File: config.mk
export PLATFORM = sky130hd
export DESIGN_NAME = inst_j_dec
export DESIGN_NICKNAME = d
export VERILOG_FILES = /design/src/rtl/inst_j_dec.sv
export SDC_FILE = /design/constraint.sdc
export NUM_CORES = 1
export LEC_CHECK = 0
export BUFFER_PORTS_ARGS = -buffer_cell sky130_fd_sc_hd__buf_2
export CAP_MARGIN = 10
export CELL_PAD_IN_SITES_DETAIL_PLACEMENT = 1
export CELL_PAD_IN_SITES_GLOBAL_PLACEMENT = 1
export CORE_MARGIN = 4
export CORE_UTILIZATION = 30
export DETAILED_ROUTE_END_ITERATION = 8
export PLACE_DENSITY = 0.84
export SETUP_SLACK_MARGIN = 0.02
export SYNTH_ARGS = -nofsm -noshare
export SYNTH_HDL_FRONTEND = slang
export SYNTH_SLANG_ARGS = --single-unit
File: constraint.sdc
create_clock -name clk -period 0.9 [get_ports clk]
set_input_delay 0.135 -clock clk [delete_from_list [all_inputs] [get_ports clk]]
set_output_delay 0.135 -clock clk [all_outputs]
set_load 0.01 [all_outputs]
File: src/rtl/inst_j_dec.sv
// Registered RV32I J-type (JAL) decoder: fields, opcode check, byte offset.
// Define INST_J_DEC_OFFSET_EN to build the offset reassembly; else offset=0.
module inst_j_dec (
  input  logic        clk,
  input  logic        rst_n,
  input  logic        in_valid,
  input  logic [31:0] instruction_word,
  output logic        out_valid,
  output logic [19:0] imm_J,
  output logic [4:0]  rd,
  output logic        is_jal,
  output logic [31:0] offset
);

  localparam logic [6:0] OP_JAL = 7'b1101111;

  logic        valid_q;
  logic [19:0] imm_q, imm_d;
  logic [4:0]  rd_q, rd_d;
  logic        jal_q, jal_d;

  always_comb begin
    imm_d = imm_q;
    rd_d  = rd_q;
    jal_d = jal_q;
    if (in_valid) begin
      imm_d = instruction_word[31:12];
      rd_d  = instruction_word[11:7];
      jal_d = (instruction_word[6:0] == OP_JAL);
    end
  end

  always_ff @(posedge clk or negedge rst_n) begin
    if (!rst_n) begin
      valid_q <= 1'b0;
      imm_q   <= '0;
      rd_q    <= '0;
      jal_q   <= 1'b0;
    end else begin
      valid_q <= in_valid;
      imm_q   <= imm_d;
      rd_q    <= rd_d;
      jal_q   <= jal_d;
    end
  end

  assign out_valid = valid_q;
  assign imm_J     = imm_q;
  assign rd        = rd_q;
  assign is_jal    = jal_q;

`ifdef INST_J_DEC_OFFSET_EN
  logic [31:0] off_q, off_d;

  // Unshuffle imm[20|10:1|11|19:12] and sign-extend from bit 20.
  always_comb begin
    off_d = off_q;
    if (in_valid) begin
      off_d = {{11{instruction_word[31]}},
               instruction_word[31],
               instruction_word[19:12],
               instruction_word[20],
               instruction_word[30:21],
               1'b0};
    end
  end

  always_ff @(posedge clk or negedge rst_n) begin
    if (!rst_n) off_q <= '0;
    else        off_q <= off_d;
  end

  assign offset = off_q;
`else
  assign offset = 32'h0;
`endif

endmodule

==> metrics.csv, run 1 <==
stage,metric,value,unit
status,outcome,"complete, but fails checks",
status,violations,setup timing,
cells_and_area,n_fill_cell,488,
yosys,synth_adder_area_share,0,%
placement,detailed_place.area,1610,sq um
worst_setup_path,startpoint_type,flip-flop,
grt,antenna_found_initial,0,
clocking,cts.sinks,27,
clocking,cts_tree,done,
cells_and_area,syn2layout_area_growth,34.0,%
yosys,synthDistinctLibCells,11,
detailed_routing,ant_nets,0,
yosys,synthSimpleGateAreaFrac,1.12,%
yosys,synth.largest_area_cell,dfrtp_1,
power_and_ir_drop,p_per_area,1540,nW/um^2
worst_setup_path,critPathSlowestCell,dfrtp_1,
power_and_ir_drop,power.leakage,0.979,nW
detailed_routing,drt-initial-drc-count,9,
timing,setup_violations,28,
yosys,synth.top_cells.by_area,"dfrtp_1 (50%), mux2_4 (20%), buf_4 (18%), mux2_2 (5.9%), buf_12 (3.0%)",
die,fp-row-count,24,
detailed_routing,firstDrtPassIters,3,
yosys,synth_seq_cells,27,
min_path,worstHoldPathType,primary input to flip-flop,
clocking,root_buffer,clkbuf_8,
timing,post-route-period-util,106,%
yosys,yosysTopAreaCellShare,50.2,%
yosys,netlist_instances,92,
grt,grt_pass1_vias,951,
timing,fin_setup_tns,-792,ps
cells_and_area,drive_gt1_share,62.4,%
clocking,cts_buffers,3,
clocking,cts_max_path_buffers,2,
die,ioPinCount,94,
detailed_routing,drt_wl_total,2920,microns
grt,grt_use_total,10.0,%
die,die_w,75.0,microns
detailed_routing,viasPerCell,3.93,
worst_setup_path,critical-path-top-delay-family,flip-flops,
cells_and_area,final_area,1800,sq um
placement,routabilityCongestion,0.620,
worst_setup_path,end_kind,output port,
clocking,clock_latency,270,ps
die,dieArea,5620,sq um
timing,final.min_clock_period,952,ps
die,dieHeight,75.0,microns
power_and_ir_drop,power,2.77,mW
run,cap_violations,0,
yosys,ys_seq_area_share,50.2,%
yosys,synth_top_family_by_area,multiplexers,
detailed_routing,avgRoutedWirePerCell,13.2,microns
timing,rsz0062_at_grt,true,
die,initial_utilization,30.9,%
timing,hold_viol,0,
clocking,cts.clk_slew.worst_paths,90,ps
cells_and_area,layout.nets,206,
worst_setup_path,required,760,ps
power_and_ir_drop,ir_worst_vdd,0.000638,V
worst_setup_path,critPathMaxFanout,2,
cells_and_area,final_core_util,41.4,%
worst_setup_path,arrival,820,ps
grt,grt_max_degree,18,
placement,portBuffers,61,
cells_and_area,antennaDiodeCount,0,
yosys,yosysWarnings,0,
timing,fmax,1.05,GHz
worst_setup_path,critical_path_class,flip-flop to output port,
timing,clock_skew,0,ps
yosys,synthXorXnorAreaFrac,0,%
yosys,syn_area,1350,sq um
grt,grt_overflow_total,0,
timing,setup_ws,-51.8,ps
detailed_routing,vias,873,
yosys,synth.area.mux_share,26.0,%
cells_and_area,instances_no_fill,222,
worst_setup_path,path_cells,buf_2,
worst_setup_path,worst-path-buf-inv,1,
timing,drv_slew,0,
clocking,htreeDepth,1,
grt,grt_pass1_wl,4220,microns
die,design.core.area,4350,sq um
placement,hpwl,2290,microns
worst_setup_path,crit_path_max_incr_delay,400,ps
detailed_routing,drc_errors,0,
yosys,synth_compound_area_share,0.465,%
yosys,avgSynthCellArea,14.6,sq um
placement,placedCellCount,205,
## stage by stage
stage	hold WS [ps]	worst slack [ps]
after CTS	62.1	-63.0
after floorplan	-161	85.9
after global placement	25.1	-20.0
after global routing	54.1	-89.5
after detailed placement	36.2	-40.4
final	73.4	-51.8
## final cells by class
cell class | instances | area (sq um) | share of cell area (%)
clock buffer | 3 | 41.3 | 2.29
clock inverter | 1 | 5.00 | 0.278
inverter | 1 | 3.75 | 0.208
multi-input combinational | 60 | 490 | 27.2
sequential | 27 | 676 | 37.5
tap | 52 | 65.1 | 3.61
timing repair buffer | 78 | 522 | 28.9
## state kept, by name, summed over array words and instances, names as in the netlist
signal     flops
is_jal         1
out_valid      1
rd             5
imm_J         20
## repair_timing
item                                    4_1_cts  5_1_grt
cloned                                        0        0
hold buffers                                  1        0
hold endpoints to repair                     14        0
pin swaps                                     0        0
gates resized for setup                       0        9
endpoints found under the setup margin       27       36
buffers inserted                             10        2
## layer usage
metal | routed length, microns | global-route usage (%) | vias up
met3 | 274 | 2.40 | 2
met5 | 0 | 0 | -
met2 | 1630 | 19.6 | 53
met4 | 11 | 2.37 | 0
met1 | 1010 | 10.7 | 423
li1 | - | - | 395
## synthesized netlist by cell type
| cell type | instances |
|---|---|
| buf_4 | 32 |
| dfrtp_1 | 27 |
| mux2_4 | 18 |
| mux2_2 | 7 |
| buf_12 | 2 |
| buf_6 | 1 |
| conb_1 | 1 |
| inv_1 | 1 |
| nand4_1 | 1 |
| nand4b_1 | 1 |
| o22ai_1 | 1 |
## worst paths after layout
path                       cells after the start  slack [ps]       from         to
min in group asynchronous                      2         290      rst_n   imm_J[2]
min                                            1          70   in_valid  out_valid
max reg2reg                                    2           0  imm_J[13]  imm_J[13]
min reg2reg                                    1         510      rd[3]      rd[3]
max                                            1         -50  imm_J[15]  imm_J[15]
max in group asynchronous                      3         230      rst_n   imm_J[5]
## power by group
part	switching, mW	internal (mW)	leakage, nW	total, mW
combinational	0.293	0.403	0.636	0.696
clock	0.371	0.310	0.0255	0.680
sequential	0.0656	1.33	0.318	1.39
total	0.729	2.04	0.979	2.77
## cell usage in the layout, fill, tap and decap left out, drive strengths merged
master / netlist / layout
buf: 35 / 77
clkbuf: 0 / 3
clkinv: 0 / 1
conb: 1 / 32
dfrtp: 27 / 27
dlygate4sd3: 0 / 1
inv: 1 / 1
mux2: 25 / 25
nand4: 1 / 1
nand4b: 1 / 1
o22ai: 1 / 1
## cell families (layout without fill, tap and decap cells)
family / after synthesis / in the layout
buffers and inverters: 36 / 83
flip-flops: 27 / 27
multiplexers: 25 / 25
AND/OR/NAND/NOR: 2 / 2
other: 1 / 32
AO/OA/AOI/OAI: 1 / 1
(Power assumes the default switching activity.)
==> run 2: changes to the inputs <==
HOLD_SLACK_MARGIN = 0.12   (was not set)
REMOVE_ABC_BUFFERS = 1   (was not set)
==> metrics.csv, run 2 (same netlist as run 1, synthesis figures left out) <==
stage,metric,value,unit
status,outcome,"complete, but fails checks",
status,violations,setup timing,
worst_setup_path,end_kind,output port,
die,design.core.area,4350,sq um
run,cap_violations,0,
detailed_routing,vias,968,
die,die_w,75.0,microns
clocking,root_buffer,clkbuf_8,
worst_setup_path,worstReg2RegEnd,imm_J[6],
timing,drv_slew,0,
timing,hold_viol,0,
die,initial_utilization,30.9,%
worst_setup_path,crit_path_max_incr_delay,410,ps
power_and_ir_drop,p_per_area,1390,nW/um^2
detailed_routing,drt-initial-drc-count,8,
cells_and_area,instances_no_fill,247,
timing,setup_ws,-59.0,ps
grt,grt_overflow_total,0,
die,ioPinCount,94,
min_path,hp-start,instruction_word[1],
die,dieArea,5620,sq um
cells_and_area,mostFrequentLayoutCell,buf_2,
cells_and_area,final_area,2090,sq um
cells_and_area,multi_input_area,494,sq um
worst_setup_path,required,760,ps
grt,grt_use_total,11.7,%
timing,post-route-period-util,107,%
cells_and_area,largest_reg_flops,20,
timing,setup_violations,28,
die,fp-row-count,24,
detailed_routing,drc_errors,0,
worst_setup_path,path_cells,buf_2,
placement,placedCellCount,204,
grt,grt_max_degree,28,
timing,holdWs,134,ps
clocking,clock_latency,270,ps
cells_and_area,drive_gt1_share,53.8,%
cells_and_area,syn2layout_area_growth,55.2,%
worst_setup_path,worst-path-buf-inv,1,
worst_setup_path,critPathSlowestCell,dfrtp_1,
clocking,cts_tree,done,
cells_and_area,antennaDiodeCount,0,
detailed_routing,firstDrtPassIters,2,
worst_setup_path,critical_path_class,flip-flop to output port,
grt,grt_pass1_vias,1074,
die,dieHeight,75.0,microns
cells_and_area,n_fill_cell,463,
worst_setup_path,reg2reg_slack,-10,ps
grt,antenna_found_initial,0,
clocking,cts.sinks,27,
clocking,htreeDepth,1,
placement,hpwl,2120,microns
cells_and_area,final_cell_mix,"buf_2 (54), conb_1 (32), dfrtp_1 (27)",
timing,clock_skew,0,ps
detailed_routing,drt_wl_total,3360,microns
detailed_routing,viasPerCell,3.92,
cells_and_area,layout.nets,231,
worst_setup_path,worstReg2RegStart,imm_J[6],
worst_setup_path,ff2ff_path_depth,2,
worst_setup_path,arrival,820,ps
placement,portBuffers,61,
power_and_ir_drop,power,2.90,mW
worst_setup_path,startpoint_type,flip-flop,
min_path,worstHoldPathType,primary input to flip-flop,
min_path,min_path_cells,3,
placement,detailed_place.area,1600,sq um
cells_and_area,register_area,676,sq um
clocking,cts.clk_slew.worst_paths,90,ps
detailed_routing,ant_nets,0,
grt,grt_pass1_wl,5040,microns
detailed_routing,avgRoutedWirePerCell,13.6,microns
clocking,cts_max_path_buffers,2,
power_and_ir_drop,power.leakage,1.13,nW
worst_setup_path,cp-startpoint,imm_J[10],
placement,routabilityCongestion,0.667,
timing,final.min_clock_period,959,ps
worst_setup_path,critical-path-top-delay-family,flip-flops,
timing,fmax,1.04,GHz
placement,place_ws,-6.36,ps
power_and_ir_drop,ir_worst_vdd,0.000554,V
timing,rsz0062_at_grt,true,
clocking,cts_buffers,3,
min_path,worstHoldEndpoint,is_jal,
worst_setup_path,critPathMaxFanout,2,
## run 2: cell types whose count changed in the layout (fill, tap and decap cells not counted)
cell	before	now
buf_6	9	13
dlygate4sd3_1	1	23
dlymetal6s4s_1	0	4
buf_2	55	54
mux2_4	18	19
mux2_2	7	6
buf_4	10	6
## run 2: how the worst max path moves through the flow
stage | to | slack (ps) | cells past startpoint
after global placement | imm_J[8] | 20 | 3
after global routing | imm_J[10] | -100 | 1
final | imm_J[10] | -60 | 1
after floorplan | imm_J[0] | 120 | 1
after CTS | imm_J[12] | -70 | 1
after detailed placement | imm_J[8] | -6 | 3
## run 2: what timing repair did
action / CTS / global route
hold buffers: 27 / 0
buffers inserted: 10 / 4
endpoints found under the hold margin: 53 / 0
resized for setup: 1 / 17
endpoints found under the setup margin: 27 / 44
## run 2: report_power, final
group          switching, mW  internal [mW]
sequential            0.0706           1.33
combinational          0.317          0.499
clock                  0.374          0.310
## run 2: area by class of cell
type | instances | area share (%)
Clock inverter | 1 | 0.240
Clock buffer | 3 | 1.98
Multi-Input combinational cell | 60 | 23.7
Sequential cell | 27 | 32.4
Timing Repair Buffer | 103 | 38.4
Inverter | 1 | 0.180
Tap cell | 52 | 3.12
## run 2: per-layer routing
metal | wire length (microns) | GRT usage [%]
met5 | 0 | 0
met4 | 0 | 1.78
met3 | 327 | 2.80
met2 | 1830 | 22.2
met1 | 1200 | 13.3
## run 2: per-stage QoR
| stage | setup TNS [ps] | utilization, % |
|---|---|---|
| final | -1010 | 47.9 |
| after global routing | -2290 | 47.9 |
| after CTS | -1250 | 45.8 |
| after detailed placement | -30.0 | 36.8 |
| after global placement | 0 | 36.8 |
| after floorplan | 0 | - |
